--- src/rtl/seq_det_pkg.sv ---
// ---------------------------------------------------------------------------
// seq_det_pkg
// Shared definitions for the 1011 serial pattern detector.
//   state_t  : 3-bit FSM state type. The legal encodings are IDLE..HIT (0..4),
//              and 5..7 are illegal.
//   PATTERN  : the detected bit pattern, MSB first.
// ---------------------------------------------------------------------------
package seq_det_pkg;

    typedef enum logic [2:0] {
        ST_IDLE = 3'd0,   // no prefix seen
        ST_S1   = 3'd1,   // "1"
        ST_S10  = 3'd2,   // "10"
        ST_S101 = 3'd3,   // "101"
        ST_HIT  = 3'd4    // "1011" just completed
    } state_t;

    localparam logic [3:0] PATTERN = 4'b1011;

endpackage

--- src/rtl/seq_detect_1011.sv ---
// ---------------------------------------------------------------------------
// seq_detect_1011
// Moore-style detector for the serial pattern 1011. It produces a registered
// one-cycle match pulse and a saturating match counter.
//
// Build option: OVERLAP_EN
//   defined   -> overlapping detection. From HIT, a 0 goes to S10.
//   undefined -> non-overlapping detection. From HIT, a 0 goes to IDLE.
//
// Ports
//   clk          in   clock, rising edge
//   rst          in   synchronous active-high reset
//   in_valid     in   qualifies din; a bit is consumed only when high
//   din          in   serial data bit, pattern MSB first
//   cnt_clr      in   synchronous clear of match_count (wins over increment)
//   match        out  one-cycle pulse; the pattern has just completed
//   match_count  out  CNT_W-bit saturating count of matches
//   state_o      out  registered FSM state encoding
// ---------------------------------------------------------------------------
module seq_detect_1011
    import seq_det_pkg::*;
#(
    parameter int CNT_W = 8
) (
    input  logic             clk,
    input  logic             rst,
    input  logic             in_valid,
    input  logic             din,
    input  logic             cnt_clr,
    output logic             match,
    output logic [CNT_W-1:0] match_count,
    output logic [2:0]       state_o
);

    localparam logic [CNT_W-1:0] CNT_MAX = '1;
    localparam logic [CNT_W-1:0] CNT_ONE = {{(CNT_W-1){1'b0}}, 1'b1};

    state_t           r_state;
    state_t           w_state_next;
    logic             r_match;
    logic [CNT_W-1:0] r_count;
    logic             w_hit_now;

    // The final '1' arrives while the FSM sits in S101.
    assign w_hit_now = in_valid && (r_state == ST_S101) && din;

    always_comb begin
        w_state_next = r_state;
        case (r_state)
            ST_IDLE: if (in_valid) w_state_next = din ? ST_S1   : ST_IDLE;
            ST_S1:   if (in_valid) w_state_next = din ? ST_S1   : ST_S10;
            ST_S10:  if (in_valid) w_state_next = din ? ST_S101 : ST_IDLE;
            ST_S101: if (in_valid) w_state_next = din ? ST_HIT  : ST_S10;
`ifdef OVERLAP_EN
            // Reuse the "1" or "10" suffix of the completed pattern.
            ST_HIT:  if (in_valid) w_state_next = din ? ST_S1   : ST_S10;
`else
            // Start afresh; only a new leading '1' counts.
            ST_HIT:  if (in_valid) w_state_next = din ? ST_S1   : ST_IDLE;
`endif
            // Encodings 5..7 return to IDLE on the next edge. This happens
            // whatever in_valid is, so a corrupted state never persists.
            default: w_state_next = ST_IDLE;
        endcase
    end

    always_ff @(posedge clk) begin
        if (rst) begin
            r_state <= ST_IDLE;
            r_match <= 1'b0;
        end else begin
            r_state <= w_state_next;
            r_match <= w_hit_now;
        end
    end

    // The clear has priority, so a match on the same edge is not counted.
    always_ff @(posedge clk) begin
        if (rst || cnt_clr) begin
            r_count <= '0;
        end else if (w_hit_now && (r_count != CNT_MAX)) begin
            r_count <= r_count + CNT_ONE;
        end
    end

    assign match       = r_match;
    assign match_count = r_count;
    assign state_o     = r_state;

endmodule
--- config.mk ---
export PLATFORM = sky130hd
export DESIGN_NAME = seq_detect_1011
export DESIGN_NICKNAME = d
export VERILOG_FILES = /design/src/rtl/seq_det_pkg.sv /design/src/rtl/seq_detect_1011.sv
export SDC_FILE = /design/constraint.sdc
export NUM_CORES = 1
export LEC_CHECK = 0
export ABC_AREA = 1
export BUFFER_PORTS_ARGS = -buffer_cell sky130_fd_sc_hd__buf_4
export CAP_MARGIN = 20
export CORE_MARGIN = 2
export CORE_UTILIZATION = 45
export DETAILED_ROUTE_END_ITERATION = 8
export GPL_ROUTABILITY_DRIVEN = 0
export PLACE_DENSITY = 0.68
export RECOVER_POWER = 100
export SKIP_CTS_REPAIR_TIMING = 1
export SLEW_MARGIN = 10
export SYNTH_ARGS = -nofsm -noshare
export SYNTH_HDL_FRONTEND = slang
export SYNTH_SLANG_ARGS = --single-unit
--- constraint.sdc ---
create_clock -name clk -period 1.52 [get_ports clk]
set_clock_uncertainty 0.05 [all_clocks]
set_input_delay 0.456 -clock clk [delete_from_list [all_inputs] [get_ports clk]]
set_output_delay 0.456 -clock clk [all_outputs]
set_load 0.01 [all_outputs]
# Word-level counts from Yosys, hierarchy flattened
# Cells that the tools add are included.
# W data, S select, Z words.
dict set report word_totals {
  reg_bits 12
  in_bits 5
  out_inout_bits 12
  wordCells 29
}
dict set report classes {
  n_addsub 1
  n_eq_ne 9
  mux 9
  reduce_logical 7
}
# operator count
set ops {}
lappend ops {{$mux W3} 5}
lappend ops {{$pmux W3 S4} 1}
lappend ops {{$add A8 B1 Y8 const B} 1}
lappend ops {{$ne A8 B8 Y1 const B} 1}
lappend ops {{$eq A3 B2 Y1 const B} 2}
lappend ops {{$ne A2 B2 Y1 const B} 3}
lappend ops {{$mux W2} 2}
lappend ops {{$reduce_and A4 Y1} 1}
lappend ops {{$eq A3 B1 Y1 const B} 1}
lappend ops {{$eq A3 B3 Y1 const B} 1}
lappend ops {{$logic_and A1 B1 Y1} 3}
lappend ops {{$logic_not A3 Y1} 1}
lappend ops {{$ne A2 B1 Y1 const B} 1}
lappend ops {{$reduce_or A2 Y1} 1}
lappend ops {{$logic_or A1 B1 Y1} 1}
lappend ops {{$mux W1} 1}

# Longest topological paths before layout
# Gate-level depths: netlist (run 1).
dict set report logic_depth {
  depth_word 4
  mapped_depth 8
  mapped_depth_nobuf 8
}

# Worst setup path before layout (run 1)
# Ideal clock, no wire load.
dict set report synth_timing {
  kind {flip-flop to flip-flop}
  start {reg r_count[0], in the netlist match_count[0]}
  end {reg r_count[0], in the netlist match_count[0]}
  setup_time_ns 0.113
  arrival_ns 1.149
  required_ns 1.357
  setup_slack_ns 0.207
  stages_incl_launch_ff 8
  n_path_buf 0
  synth_period_minus_slack_ns 1.313
  cell_sequence {dfxtp_1 > ha_1 > nand3_1 > clkinv_1 > nand2_2 > nand2_2 > o21ai_1 > nor2_1}
}
dict set report synth_via {
  elab_chain_len 2
  elab_cells_between_ends 3
  classes_between {1 x add/sub; 1 x eq/ne; 1 x reduce/logical}
}
# element line
set synth_rtl {}
lappend synth_rtl {{from (decl)} seq_detect_1011.sv:41} ;# logic [CNT_W-1:0] r_count;
lappend synth_rtl {{from (signal assigned)} seq_detect_1011.sv:82} ;# r_count <= r_count + CNT_ONE;
lappend synth_rtl {{parallel branches: the longest is 2 deep, another holds $add A8 B1 Y8} --}
# Parallel ways; which one is timed is not known.
# A chain may end at the register's enable or synchronous reset.

# Worst setup path in the final report (run 1)
# Ends and elaborated chain as after synthesis.

==> flow_summary.json, run 1 <==
{
  "outcome": "completed",
  "synth_fa_ha_area_share_pct": 1.87,
  "ant_nets": 0,
  "nFillCells": 140,
  "synth_xor_xnor_area_share_pct": 1.31,
  "start_kind": "register",
  "rsz0062_at_grt": "no",
  "htreeDepth": 1,
  "arrival_ns": 1.53,
  "fin_crit_ns": 1.41,
  "power_density_nw_per_um2": 695,
  "synth.avg_cell_area_um2": 6.26,
  "remaining_drc_errors": 0,
  "synth-edff-count": 0,
  "postSynthCellCount": 107,
  "nets": 135,
  "worst-path-max-fanout": 6,
  "clock-sinks": 12,
  "viasPerCell": 4.94,
  "final_util_pct": 59.5,
  "synthTopCellsByCount": "30 x nand2_1, 20 x nor2_1, 13 x inv_1",
  "leakagePower_nw": 0.306,
  "critical_path_class": "reg -> reg",
  "required_ns": 1.64,
  "rows": 13,
  "slew_violations": 0,
  "vdd_ir_drop_max_v": 0.000381,
  "num_io_pins": 17,
  "num_antenna_cells": 0,
  "grt_pass1_wl_mm": 2.31,
  "final_layout_size_suffix_gt1_share_pct": 15.7,
  "grt.total_usage_pct": 16.7,
  "root_buffer": "clkbuf_4",
  "finalCritPeriodShare_pct": 93.0,
  "ys_seq_area_share_pct": 35.9,
  "yosysWarnings": 0,
  "grt_max_degree": 8,
  "grt_antenna_before_repair": 0,
  "grt_pass1_vias": 564,
  "maxSlewHeadroom_pct": 80.7,
  "synthesis.nets": 113,
  "drt-total-wl_mm": 1.46,
  "yosysMostFrequentCell": "nand2_1",
  "first_pass_iters": 4,
  "area_growth_syn_to_layout_pct": 20.0,
  "crit_path_end_kind": "register",
  "synth_top_area_share_pct": 35.9,
  "routedWlPerCell_um": 10.3,
  "worst_pin_slew_ns": 0.289,
  "fp.coreArea_um2": 1350,
  "netlist_area_um2": 669,
  "clk_latency_ns": 0.27,
  "fp.dieW_um": 42.6,
  "hold_path.class": "in -> reg",
  "synth_compound_area_share_pct": 6.73,
  "port_buffers": 16,
  "yosys-mux-area-fraction_pct": 0,
  "seqCellArea_um2": 243,
  "synth_simple_gate_area_share_pct": 45.2,
  "synthTopCellsByArea": "dfxtp_1 36%, nand2_1 17%, nor2_1 11%, inv_1 7.3%, nand3_1 6.0%",
  "yosys_most_used_dff": "dfxtp_1",
  "setup_viol_count_final": 0,
  "dieArea_um2": 1810,
  "ys_seq_elements": 12,
  "multi_input_area_um2": 369,
  "async_flop_share_pct": 0,
  "vias": 701,
  "drt-initial-drc-count": 15,
  "final.setup.tns_ns": 0,
  "grt_overflow": 0,
  "synth_cell_types": 18,
  "cts.clk_slew.worst_paths_ns": 0.08,
  "cts_made_buffers": 3,
  "ctsLongestPathBuffers": 2,
  "fmax_ghz": 0.707,
  "maxCapViolations": 0,
  "place_hpwl_mm": 1.13,
  "finalHoldViolations": 0,
  "dieHeight_um": 42.6,
  "cts_tree": "built",
  "start_util_pct": 49.6,
  "power.total_mw": 0.558,
  "synth_top_family_by_area": "simple AND/OR/NAND/NOR gates",
  "synth_top_area_cell": "dfxtp_1"
}
==> state kept, by name, summed over array words and instances, names as in the netlist <==
| register | flops |
|---|---|
| state_o | 3 |
| match | 1 |
| match_count | 8 |
==> path summary, 6_finish.rpt <==
kind,start,endpoint,slack (ns),cells after the start
max,match_count[0],match_count[0],0.11,7
min,rst,state_o[2],0.34,2
max reg2reg,match_count[0],match_count[0],0.11,7
min reg2reg,state_o[1],state_o[1],0.46,2
==> cell families after synthesis <==
logic type,Yosys count
simple gates,68
fa+ha+maj,1
compound gates,9
flops,12
xor+xnor,1
buf+inv,16
==> per-stage QoR <==
step                std cells  area, um2  hold slack (ns)  setup slack, ns
global placement          139        816            0.445            0.111
finish                    142        803            0.335            0.106
global route              142        803            0.333           0.0122
CTS                       142        838            0.326           0.0940
detailed placement        139        816            0.448           0.0909
floorplan                 107        669            0.461            0.207
==> area by class of cell <==
class / count / share of cell area, %
multi-input combinational: 79 / 46.0
sequential: 12 / 30.2
timing repair buffer: 17 / 11.2
inverter: 16 / 7.48
clock buffer: 3 / 2.80
tap: 15 / 2.34
==> routing by layer <==
layer	global-route usage (%)	vias up	routed length (um)
li1	-	374	-
met1	24.3	308	775
met2	23.7	17	601
met3	2.59	2	66
met4	7.50	0	14
met5	0	-	0
==> power by group <==
group	switching, mW	total (mW)	leakage, nW	internal, mW
Sequential	0.00437	0.321	0.0980	0.317
Combinational	0.0234	0.0410	0.194	0.0176
Clock	0.104	0.196	0.0138	0.0916
Total	0.132	0.558	0.306	0.426
==> placed cells by master (no fill, tap or decap), types with 2 or more instances in the layout <==
| master | n |
|---|---|
| a21oi_1 | 6 |
| buf_4 | 7 |
| clkbuf_1 | 10 |
| clkbuf_4 | 3 |
| dfxtp_1 | 10 |
| dfxtp_2 | 2 |
| inv_1 | 13 |
| inv_2 | 2 |
| nand2_1 | 30 |
| nand2_2 | 3 |
| nand3_1 | 8 |
| nand4_1 | 2 |
| nor2_1 | 20 |
| o21ai_1 | 3 |
==> worst max-delay path, cell delays in order (launching register included) <==
cell,delay [ns]
dfxtp_2,0.34
ha_1,0.22
nand3_1,0.15
clkinv_1,0.11
nand2_2,0.12
nand2_2,0.11
o21ai_1,0.15
nor2_1,0.05
No activity file was read; power rests on OpenSTA's default activity.
==> inputs of run 2 (changes only) <==
Settings changed: GPL_TIMING_DRIVEN set to 0, RECOVER_POWER 100 to 50.
==> run 2 against run 1 <==
Net effect: sequential share of layout area is 1.6 points lower; non-clock buffer count is 1 higher; utilization is 3.4 points higher; die area stayed put; cell area is 5.8% higher; clock power is 32% higher; power is 11% higher; register-to-register slack better by 0.05 ns; wire length is 2.6% higher; worst hold slack worse by 0.014 ns; critical path depth is 6 lower; global-route usage is 1.7 points higher; critical path type is now reg -> out.
==> flow_summary.json, run 2 (synthesized netlist as in run 1, its figures left out) <==
{
  "outcome": "completed",
  "required_ns": 1.01,
  "start_util_pct": 49.6,
  "pre_cts_ws_ns": 0.0537,
  "maxSlewHeadroom_pct": 67.5,
  "dp.cells": 138,
  "grt.total_usage_pct": 18.3,
  "fin_crit_ns": 1.40,
  "critical_path_class": "reg -> out",
  "power.switching_mw": 0.139,
  "layout_commonest_cell": "nand2_1",
  "leakagePower_nw": 0.360,
  "power.total_mw": 0.619,
  "cts_tree": "built",
  "dieHeight_um": 42.6,
  "area_growth_syn_to_layout_pct": 26.9,
  "cts_made_buffers": 3,
  "root_buffer": "clkbuf_4",
  "start_kind": "register",
  "grt_pass1_wl_mm": 2.52,
  "num_antenna_cells": 0,
  "rows": 13,
  "vdd_ir_drop_max_v": 0.000519,
  "cp_num_buf_inv": 1,
  "rsz0062_at_grt": "no",
  "nets": 136,
  "worst_slack_ns": 0.121,
  "cp_slowest_cell": "dfxtp_1",
  "grt_antenna_before_repair": 0,
  "htreeDepth": 1,
  "num_io_pins": 17,
  "arrival_ns": 0.89,
  "grt_max_degree": 8,
  "cts.clk_slew.worst_paths_ns": 0.08,
  "clock-sinks": 12,
  "seqPwrFrac_pct": 51.8,
  "clockPowerShare_pct": 41.6,
  "crit_path_max_incr_delay_ns": 0.45,
  "maxCapViolations": 0,
  "routedWlPerCell_um": 10.4,
  "finalHoldViolations": 0,
  "worst-path-max-fanout": 7,
  "first_pass_iters": 4,
  "vias": 718,
  "largest_reg_flops": 8,
  "grt_pass1_vias": 609,
  "grt_overflow": 0,
  "crit_path_end_kind": "output port",
  "port_buffers": 16,
  "comb_power_share_pct": 6.5,
  "finalCritPeriodShare_pct": 92.0,
  "power_density_nw_per_um2": 729,
  "switching_share_pct": 22.4,
  "crit_chain": "buf_4",
  "p_int_mw": 0.480,
  "worst_pin_slew_ns": 0.485,
  "path_delay_family": "flip-flops",
  "dieArea_um2": 1810,
  "final_layout_size_suffix_gt1_share_pct": 21.7,
  "hold_path.class": "in -> reg",
  "final_cell_mix": "31 x nand2_1, 20 x nor2_1, 13 x inv_1, 13 x buf_4, 10 x dfxtp_1",
  "final_util_pct": 62.9,
  "layoutNonFillerInstCount": 144,
  "fmax_ghz": 0.715,
  "fp.coreArea_um2": 1350,
  "remaining_drc_errors": 0,
  "viasPerCell": 4.99,
  "clk_latency_ns": 0.28,
  "place_hpwl_mm": 1.14,
  "ant_nets": 0,
  "drt-initial-drc-count": 15,
  "setup_viol_count_final": 0,
  "final.setup.tns_ns": 0,
  "slew_violations": 0,
  "fp.dieW_um": 42.6,
  "ctsLongestPathBuffers": 2,
  "drt-total-wl_mm": 1.50
}
-- run 2: cell types whose count changed in the layout (fill, tap and decap cells not counted) --
cell	before	now
clkinv_1	1	0
buf_4	7	13
inv_2	2	3
nand2_2	3	1
nand2_4	0	1
clkbuf_8	0	1
o21ai_1	3	2
nand2_1	30	31
o21ai_2	0	1
clkbuf_1	10	5
-- run 2: final cells by class --
class / count / area, um2
clock buffers: 4 / 36.3
fillers: 143 / 500
inverters: 16 / 60.1
multi-input cells: 79 / 375
flip-flops and latches: 12 / 243
well taps: 15 / 18.8
repair buffers: 18 / 116
-- run 2: path summary, 6_finish.rpt --
kind / end / cells past startpoint / from / slack, ns
max: match_count[3] / 1 / match_count[3] / 0.12
min: state_o[1] / 2 / rst / 0.32
max reg2reg: match_count[7] / 7 / match_count[0] / 0.16
min reg2reg: state_o[1] / 2 / state_o[1] / 0.45
-- run 2: per-stage QoR --
stage	hold slack, ns	area, um2
after floorplan	0.461	669
after global placement	0.446	808
after detailed placement	0.449	808
after CTS	0.310	845
after global routing	0.305	850
final	0.321	850
-- run 2: metal layers --
metal	wire length [um]	up-vias	track usage, %
li1	-	381	-
met1	734	319	23.8
met2	672	14	28.3
met3	71	4	7.76
met4	17	0	3.75
met5	0	-	0
-- run 2: power groups by stage --
stage	registers, mW	logic, mW	clock network, mW
floorplan	0.330	0.0189	0
global placement	0.329	0.0401	0
detailed placement	0.329	0.0403	0
CTS	0.321	0.0405	0.266
global route	0.322	0.0452	0.282
finish	0.321	0.0403	0.258
